--- config.mk ---
export PLATFORM = sky130hd
export DESIGN_NAME = synapse_scan_ctrl
export DESIGN_NICKNAME = d
export VERILOG_FILES = /design/src/rtl/synapse_scan_ctrl_pkg.sv /design/src/rtl/scan_out_fifo.sv /design/src/rtl/synapse_scan_ctrl.sv
export SDC_FILE = /design/constraint.sdc
export NUM_CORES = 1
export LEC_CHECK = 0
export ABC_CLOCK_PERIOD_IN_PS = 5900
export CAP_MARGIN = 20
export CORE_MARGIN = 2
export CORE_UTILIZATION = 51
export DETAILED_ROUTE_END_ITERATION = 10
export PLACE_DENSITY = 0.8
export SLEW_MARGIN = 20
export SYNTH_ARGS = -nofsm -noshare
export SYNTH_HDL_FRONTEND = slang
export SYNTH_HIERARCHICAL = 1
export SYNTH_SLANG_ARGS = --single-unit
--- constraint.sdc ---
create_clock -name clk -period 5.9 [get_ports clk]
set_input_delay 1.18 -clock clk [delete_from_list [all_inputs] [get_ports clk]]
set_output_delay 1.18 -clock clk [all_outputs]
set_load 0.05 [all_outputs]
--- src/rtl/synapse_scan_ctrl_pkg.sv ---
// Shared types and helpers for the per-tick synaptic connection sweep.
// Holds the sequencer state encoding and the axon index width helper.
package synapse_scan_ctrl_pkg;

    typedef enum logic [1:0] {
        IDLE  = 2'd0,
        SCAN  = 2'd1,
        DRAIN = 2'd2
    } scan_state_t;

    // Occupancy width of the two-entry hit buffer (0..2).
    localparam int FIFO_CNT_W = 2;

    function automatic int axon_w(input int num_axons);
        return $clog2(num_axons);
    endfunction

endpackage

--- src/rtl/scan_out_fifo.sv ---
// Two-entry first-word-fall-through buffer for hit axon indices.
// The head is visible whenever count is non-zero; push and pop may share a cycle.
module scan_out_fifo
    import synapse_scan_ctrl_pkg::*;
#(
    parameter int W = 8
) (
    input  logic                  clk,
    input  logic                  rst,
    input  logic                  push,
    input  logic [W-1:0]          push_data,
    input  logic                  pop,
    output logic                  head_valid,
    output logic [W-1:0]          head_data,
    output logic [FIFO_CNT_W-1:0] count
);

    logic [1:0][W-1:0]     mem_q, mem_d;
    logic                  rd_ptr_q, rd_ptr_d;
    logic                  wr_ptr_q, wr_ptr_d;
    logic [FIFO_CNT_W-1:0] count_q, count_d;

    always_comb begin
        mem_d    = mem_q;
        rd_ptr_d = rd_ptr_q;
        wr_ptr_d = wr_ptr_q;
        if (push) begin
            mem_d[wr_ptr_q] = push_data;
            wr_ptr_d        = ~wr_ptr_q;
        end
        if (pop) begin
            rd_ptr_d = ~rd_ptr_q;
        end
        count_d = count_q + FIFO_CNT_W'(push) - FIFO_CNT_W'(pop);
    end

    always_ff @(posedge clk) begin
        if (rst) begin
            mem_q    <= '0;
            rd_ptr_q <= 1'b0;
            wr_ptr_q <= 1'b0;
            count_q  <= '0;
        end else begin
            mem_q    <= mem_d;
            rd_ptr_q <= rd_ptr_d;
            wr_ptr_q <= wr_ptr_d;
            count_q  <= count_d;
        end
    end

    assign head_valid = (count_q != '0);
    assign head_data  = mem_q[rd_ptr_q];
    assign count      = count_q;

endmodule

--- src/rtl/synapse_scan_ctrl.sv ---
// Per-tick sequencer: sweeps every axon through the 1-cycle connection memory,
// gates each returned bit with the tick's spike snapshot and streams hits out.
module synapse_scan_ctrl
    import synapse_scan_ctrl_pkg::*;
#(
    parameter int NUM_AXONS   = 256,
    parameter int CON_LATENCY = 1,
    parameter int FIFO_DEPTH  = 2,
    localparam int AXON_W     = axon_w(NUM_AXONS)
) (
    input  logic                 clk,
    input  logic                 rst,
    input  logic                 tick,
    input  logic [NUM_AXONS-1:0] axon_spikes,
    output logic [AXON_W-1:0]    axon_number,
    output logic                 rd_en,
    input  logic                 con_in,
    output logic                 integ_valid,
    output logic [AXON_W-1:0]    integ_axon,
    input  logic                 integ_ready,
    output logic                 busy,
    output logic                 done,
    output logic [AXON_W:0]      hit_count,
    output logic                 overrun
);

    if (CON_LATENCY != 1) begin : g_bad_latency
        $error("synapse_scan_ctrl: only CON_LATENCY = 1 is supported");
    end
    if (FIFO_DEPTH != 2) begin : g_bad_depth
        $error("synapse_scan_ctrl: FIFO_DEPTH is fixed at 2");
    end
    if (NUM_AXONS < 4 || (NUM_AXONS & (NUM_AXONS - 1)) != 0) begin : g_bad_axons
        $error("synapse_scan_ctrl: NUM_AXONS must be a power of two >= 4");
    end

    scan_state_t           state_q, state_d;
    logic [AXON_W-1:0]     axon_number_q, axon_number_d;
    logic [AXON_W-1:0]     addr_q, addr_d;
    logic                  inflight_q, inflight_d;
    logic [NUM_AXONS-1:0]  spike_q, spike_d;
    logic [AXON_W:0]       hit_count_q, hit_count_d;
    logic                  done_q, done_d;
    logic                  overrun_q, overrun_d;

    logic                  pop, hit, issue, drain_empty;
    logic [FIFO_CNT_W-1:0] fifo_count;
    logic [2:0]            credit_used;

    // integ_valid/integ_axon describe the FIFO head; a transfer happens in any
    // cycle where integ_valid && integ_ready, and the head is held until then.
    always_comb begin
        pop         = integ_valid & integ_ready;
        hit         = inflight_q & con_in & spike_q[addr_q];
        credit_used = {1'b0, fifo_count} - {2'b00, pop} + {2'b00, inflight_q};
        issue       = (state_q == SCAN) && (credit_used < 3'(FIFO_DEPTH));
        drain_empty = ({1'b0, fifo_count} + {2'b00, hit} - {2'b00, pop}) == 3'd0;

        state_d       = state_q;
        axon_number_d = axon_number_q;
        addr_d        = addr_q;
        inflight_d    = issue;
        spike_d       = spike_q;
        hit_count_d   = hit_count_q;
        done_d        = 1'b0;
        overrun_d     = 1'b0;

        if (hit) begin
            hit_count_d = hit_count_q + 1'b1;
        end
        if (issue) begin
            addr_d        = axon_number_q;
            axon_number_d = axon_number_q + 1'b1;
        end

        case (state_q)
            IDLE: begin
                if (tick) begin
                    spike_d       = axon_spikes;
                    hit_count_d   = '0;
                    axon_number_d = '0;
                    state_d       = SCAN;
                end
            end
            SCAN: begin
                overrun_d = tick;
                // The increment above wraps axon_number back to 0 on the last issue.
                if (issue && axon_number_q == AXON_W'(NUM_AXONS - 1)) begin
                    state_d = DRAIN;
                end
            end
            DRAIN: begin
                overrun_d = tick;
                // Exit once nothing is in flight and the buffer empties this cycle.
                if (drain_empty) begin
                    done_d  = 1'b1;
                    state_d = IDLE;
                end
            end
            default: state_d = IDLE;
        endcase
    end

    always_ff @(posedge clk) begin
        if (rst) begin
            state_q       <= IDLE;
            axon_number_q <= '0;
            addr_q        <= '0;
            inflight_q    <= 1'b0;
            spike_q       <= '0;
            hit_count_q   <= '0;
            done_q        <= 1'b0;
            overrun_q     <= 1'b0;
        end else begin
            state_q       <= state_d;
            axon_number_q <= axon_number_d;
            addr_q        <= addr_d;
            inflight_q    <= inflight_d;
            spike_q       <= spike_d;
            hit_count_q   <= hit_count_d;
            done_q        <= done_d;
            overrun_q     <= overrun_d;
        end
    end

    scan_out_fifo #(.W(AXON_W)) u_fifo (
        .clk        (clk),
        .rst        (rst),
        .push       (hit),
        .push_data  (addr_q),
        .pop        (pop),
        .head_valid (integ_valid),
        .head_data  (integ_axon),
        .count      (fifo_count)
    );

    assign axon_number = axon_number_q;
    assign rd_en       = issue;
    assign busy        = (state_q != IDLE);
    assign done        = done_q;
    assign hit_count   = hit_count_q;
    assign overrun     = overrun_q;

endmodule

==> results by group, run 1 <==
Critical path
  – Peak fanout along the critical path: 3
  – Worst EP required: 4.72 ns
  – WS Path Type: in -> out
  – Flop-to-flop setup slack: around 1.0 ns
  – CP Capture Type: output port
  – Startpoint types: input port
  – Arrival time at the worst endpoint: around 3.8 ns

STA
  – Skew final: 0.01018 ns
  – Relative slew slack: 0.1532
  – Fmax: 202.9 MHz
  – Min Tclk post-route: 4.930 ns
  – RSZ-0062 raised after global routing: no
  – Max-slew violation count: 0
  – Final worst path period share: 0.8356
  – # setup viols final: 0
  – Hold Vio Cnt, Final: 0
  – TNS Setup: 0 ns
  – Worst-Margin Slew: between 1 and 1.5 ns

GRT
  – Largest net degree at the start of global routing: 257
  – Total gr overflow: 0
  – Initial antenna violation count: 2
  – Total GRT Usage: 0.2571
  – First-pass GRT wire length: 55420 µm
  – Vias in the first global route: roughly 11000

Synthesis
  – Synth top area cells: dfxtp_1, nand2_1, a21oi_1
  – Synthesized flop and latch total: 306
  – Yosys cell types: 52
  – Count leader, synth: nand2_1
  – Ys async rst share: 0
  – Post-Synth Simple-Gate Area: 0.1879
  – EDFF count, synth: 0
  – Largest family of logic cells by synthesized area: simple AND/OR/NAND/NOR gates
  – Syn nets: 1773
  – Sequential-to-total area share from yosys stat: 0.4621
  – Ys Warns: 6
  – Mux cell area share after synthesis: 0.1618
  – Leading area contributor after synthesis: dfxtp_1
  – Compound-Gate Fraction of Synth Area: 0.1202
  – Most frequent cells after synthesis: nand2_1, dfxtp_1, a21oi_1
  – Area fraction of the dominant cell type after synthesis: 0.4621
  – Post-Synth XOR/XNOR Area: 0.006607
  – Synthesized area per cell: 8.844 µm²
  – Adder-Cell Fraction of Synth Area: 0.01340
  – Cells after Synth: 1499
  – Dominant synthesized flop cell: dfxtp_1
  – Syn Std Cell Area: 13260 µm²

Cells and area
  – Synth-to-Final Area Change: 30.40%
  – Fin nets: 1991
  – Area of the multi-input gates: 6505 µm²
  – FILL cells: 1996
  – Fin util: 0.6710
  – Share of layout cells above drive strength 1: 0.08788
  – Register area: about 6100 µm²

Clocking
  – PostCTS Resize Cnt: 0
  – Setup Buffers After CTS: 0
  – Clk slew on worst S/H paths: 0.06 ns
  – Clock Tree Root: clkbuf_16
  – Cts bufs inserted: 31
  – Clk sinks: ~300
  – Later-pin clock latency in the skew report: 0.55 ns
  – CTS tree: built
  – Htree depth: 1
  – Hold Buf Count CTS: 0
  – Clock Tree Buf Depth: 3

Hold path
  – Worst hold path class: reg -> reg

Power
  – Static Leak: 0.006353 µW
  – Pwr Density: 361.2 nW/µm²
  – Worst IR drop on VDD: 0.5305 mV

Floorplanning
  – Core area: between 20000 and 30000 µm²
  – Die Footprint: between 20000 and 30000 µm²
  – Boundary pin count: 291
  – Starting Density: 0.5145
  – # rows: 59
  – Die X: about 170 µm
  – DIE HEIGHT: 165.2 µm

Routing
  – Final antenna-violating net count: 0
  – DR vias: 11520
  – DR iter-0 viols: 982
  – Routed WL: between 30000 and 40000 µm
  – Via density: between 5 and 6
  – Avg WL per Cell: ~17 µm
  – First drt pass iteration count: 5
  – # DRC: 0

Placed design
  – HPWL after DPL: 25030 µm
  – Routability cong.: ~0.85
  – I/O Buffers: 290

Status
  – Status: completed

Job
  – Max_cap viols: 0
cells in the final DEF (no fill, tap or decap), types with 7 or more instances in the layout:
cell type | Yosys | final
nand2_1 | 556 | 555
dfxtp_1 | 306 | 303
clkdlybuf4s50_1 | 0 | 289
a21oi_1 | 278 | 278
mux4_2 | 59 | 59
clkbuf_16 | 0 | 31
nor2_1 | 23 | 23
mux2i_1 | 20 | 20
mux4_1 | 20 | 20
nand3_1 | 15 | 15
or3_1 | 11 | 11
inv_1 | 11 | 11
ha_1 | 11 | 11
buf_4 | 7 | 11
clkbuf_8 | 0 | 9
mux2_2 | 8 | 8
clkinv_2 | 0 | 7
where the power goes:
group | switching [µW] | internal (µW)
combinational | 908 | 680
sequential | 198 | 2380
clock | 803 | 1280
total | 1910 | 4340
state kept, by name (all words and copies together) (netlist names):
name / count
addr_q: 8
axon_number: 8
done: 1
hit_count: 9
inflight_q: 1
overrun: 1
spike_q: 256
state_q: 2
u_fifo/count: 2
u_fifo/mem_q: 16
u_fifo/rd_ptr_q: 1
u_fifo/wr_ptr_q: 1
area by class of cell:
cell class                      instances  area share
Multi-Input combinational cell       1062      0.3763
Sequential cell                       306      0.3549
Timing Repair Buffer                  305      0.1780
Clock buffer                           42     0.05190
Tap cell                              335     0.02425
Clock inverter                         15     0.01216
Inverter                               11    0.002389
Antenna cell                            1   0.0001448
worst paths after layout:
| path | end | from | depth (start not counted) |
|---|---|---|---|
| min reg2reg | spike_q[141] | spike_q[141] | 2 |
| min | spike_q[141] | spike_q[141] | 2 |
| max | rd_en | integ_ready | 9 |
| max reg2reg | state_q[1] | addr_q[0] | 14 |
layer usage:
| layer | GRT usage | wire length [µm] | up-vias |
|---|---|---|---|
| li1 | - | - | 5524 |
| met1 | 0.3439 | 14760 | 5452 |
| met2 | 0.4244 | 17010 | 458 |
| met3 | 0.04396 | 2805 | 84 |
| met4 | 0.08735 | 1195 | 2 |
| met5 | 0 | 14 | - |
logic make-up after synthesis:
logic type      after synthesis
fa+ha+maj                    13
simple gates                630
flops                       306
compound gates              302
xor+xnor                     10
buf+inv                     131
mux                         107
critical path, stage by stage:
cell	delay, ns
clkdlybuf4s50_1	0.44
and2_1	0.19
ha_1	0.25
inv_1	0.07
nand2_1	0.07
fa_1	0.39
xnor2_1	0.15
and3_1	0.20
clkdlybuf4s50_1	0.80
per-stage QoR:
step	power (µW)	hold WS [ns]	std cells	worst slack, ns	cell area (µm²)
final	6244	0.4492	2077	0.9702	17290
after global routing	6553	0.4648	2076	0.7291	17280
after CTS	6268	0.4517	2075	0.9706	17260
after detailed placement	4195	0.4434	2018	0.9967	16150
after global placement	4143	0.4380	2018	1.015	16150
after floorplan	3680	0.4315	1499	1.331	13260
(Power assumes the default switching activity.)
==> run 2: changes to the inputs <==
ABC_CLOCK_PERIOD_IN_PS = 4500   (was 5900)
CORE_UTILIZATION = 46   (was 51)
PLACE_DENSITY = 0.77   (was 0.8)
clock period = 4.5 ns   (was 5.9 ns; I/O delays follow)
==> run 2 against run 1 <==
Clock-buffer cell count is the same. Sequential cell count unchanged. Design area rose by 0.39%. Sequential share of layout area is 0.14 points lower. Critical path type is now reg -> reg. Largest power group unchanged.
==> results by group, run 2 (synthesis gave the netlist of run 1 again) <==
Status
  – Status: completed

Cells and area
  – Commonest non-fill, non-tap cells in the layout: nand2_1, dfxtp_1, clkdlybuf4s50_1
  – Register area: 6135 µm²
  – Share of layout cells above drive strength 1: 0.09200
  – Area of the multi-input gates: 6516 µm²
  – FILL cells: roughly 2400
  – Biggest register: spike_q
  – # diodes: 0
  – Largest register FFs: 256
  – Fin nets: 1999
  – Synth-to-Final Area Change: 30.91%
  – Commonest non-fill, non-tap cell in the layout: nand2_1

STA
  – Worst-Margin Slew: ~0.97 ns
  – Hold Slack: between 0.4 and 0.5 ns
  – Fmax: ~230 MHz
  – Final worst path period share: 0.9630
  – TNS Setup: 0 ns
  – Skew final: 0.01219 ns
  – RSZ-0062 raised after global routing: no
  – Max-slew violation count: 0
  – Relative slew slack: 0.3565
  – Hold Vio Cnt, Final: 0
  – # setup viols final: 0
  – Min Tclk post-route: 4.333 ns

Clocking
  – Clock Tree Buf Depth: 3
  – Later-pin clock latency in the skew report: approximately 0.55 ns
  – Clk sinks: 306
  – PostCTS Resize Cnt: 0
  – Setup Buffers After CTS: 0
  – Clk slew on worst S/H paths: 0.06 ns
  – Htree depth: 1
  – Cts bufs inserted: 31
  – Hold Buf Count CTS: 0
  – CTS tree: built
  – Clock Tree Root: clkbuf_16

Critical path
  – Startpoint types: flip-flop
  – Worst R2R Path Depth: 14
  – Peak fanout along the critical path: 27
  – CP Capture Type: flip-flop
  – Flop-to-flop setup slack: 0.17 ns
  – Arrival time at the worst endpoint: ~4.7 ns
  – Worst EP required: 4.90 ns
  – Reg-to-reg startpoint: addr_q[0]
  – RR Endpoint: state_q[0]
  – WS Path Type: reg -> reg

Routing
  – Avg WL per Cell: 17.27 µm
  – Via density: about 5.4
  – DR iter-0 viols: 804
  – DR vias: 11600
  – Routed WL: ~37000 µm
  – Final antenna-violating net count: 0
  – First drt pass iteration count: 5
  – # DRC: 0

Placed design
  – HPWL after DPL: 26070 µm
  – I/O Buffers: 290
  – Routability cong.: 0.8461

Hold path
  – Worst hold path class: reg -> reg
  – Hold path start: spike_q[92]
  – Hold Path Depth: 2
  – Hold Path Sink: spike_q[92]

Power
  – Worst IR drop on VDD: 0.2713 mV
  – Static Leak: between 0.006 and 0.007 µW
  – Pwr Density: 460.4 nW/µm²

Floorplanning
  – Boundary pin count: approximately 290
  – DIE HEIGHT: 173.8 µm
  – # rows: 62
  – Die X: approximately 170 µm
  – Starting Density: 0.4644
  – Die Footprint: 30190 µm²
  – Core area: 28550 µm²

GRT
  – First-pass GRT wire length: 58680 µm
  – Largest net degree at the start of global routing: 180
  – Total gr overflow: 0
  – Total GRT Usage: 0.2394
  – Initial antenna violation count: 2
  – Vias in the first global route: 11370

Job
  – Max_cap viols: 0
[run 2: changes by cell type in the layout (fill, tap and decap cells not counted), moves of 3 or more]
| cell | before | now |
|---|---|---|
| bufinv_16 | 5 | 2 |
| mux2i_2 | 0 | 3 |
| clkinvlp_4 | 1 | 4 |
| clkbuf_1 | 3 | 8 |
| buf_12 | 3 | 9 |
| clkbuf_8 | 9 | 4 |
| buf_4 | 11 | 15 |
| mux2i_1 | 20 | 17 |
[run 2: cell type report]
type	count	share of cell area
clock buffers	42	0.04881
inverters	11	0.002379
repair buffers	313	0.1838
multi-input cells	1062	0.3755
clock inverters	16	0.008363
flip-flops and latches	306	0.3535
well taps	384	0.02769
[run 2: metrics by stage]
stage / area, µm² / worst slack (ns) / std cells / utilization / power, µW
after global placement: 16350 / 0.2680 / 2076 / 0.5728 / 5472
final: 17350 / 0.1667 / 2134 / 0.6079 / 7990
after global routing: 17350 / 0.009770 / 2134 / 0.6079 / 8411
after CTS: 17340 / 0.08063 / 2134 / 0.6075 / 8033
after detailed placement: 16350 / 0.09770 / 2076 / 0.5728 / 5550
after floorplan: 13260 / 0.3138 / 1499 / - / 4825
[run 2: worst max-delay path, cell delays in order, from the launching register on]
cell	delay [ns]
dfxtp_4	0.38
buf_12	0.23
mux4_1	0.58
mux4_2	0.49
o22ai_1	0.32
or3_1	0.16
o32a_2	0.14
nand2_1	0.09
ha_1	0.22
fa_1	0.39
xnor2_1	0.14
or3_1	0.34
a221o_1	0.41
mux2i_1	0.19
nor2_1	0.06
[run 2: layer usage]
metal	wire length, µm	GRT usage	up-vias
met5	0	0	-
met4	1028	0.07283	0
met3	2607	0.04101	62
met2	17950	0.4050	434
met1	15280	0.3146	5551
li1	-	-	5557
[run 2: worst max path at each step]
stage,to,from,cells past startpoint
2_1_floorplan,state_q[0],addr_q[0],17
3_3_place_gp,state_q[1],addr_q[0],14
3_5_place_dp,state_q[0],addr_q[0],14
4_1_cts,state_q[0],addr_q[0],14
5_1_grt,state_q[0],addr_q[0],15
6_report,state_q[0],addr_q[0],14
[run 2: power breakdown]
part           switching (µW)  total [µW]  internal (µW)
clock network            1060        2490           1440
logic                    1220        2130            917
registers                 248        3360           3120
total                    2520        7990           5470
==> run 3: changes to the inputs <==
SKIP_CTS_REPAIR_TIMING = 1   (was unset)
==> results of run 3 <==
No change in the layout: final DEF, timing and power equal those of run 2.
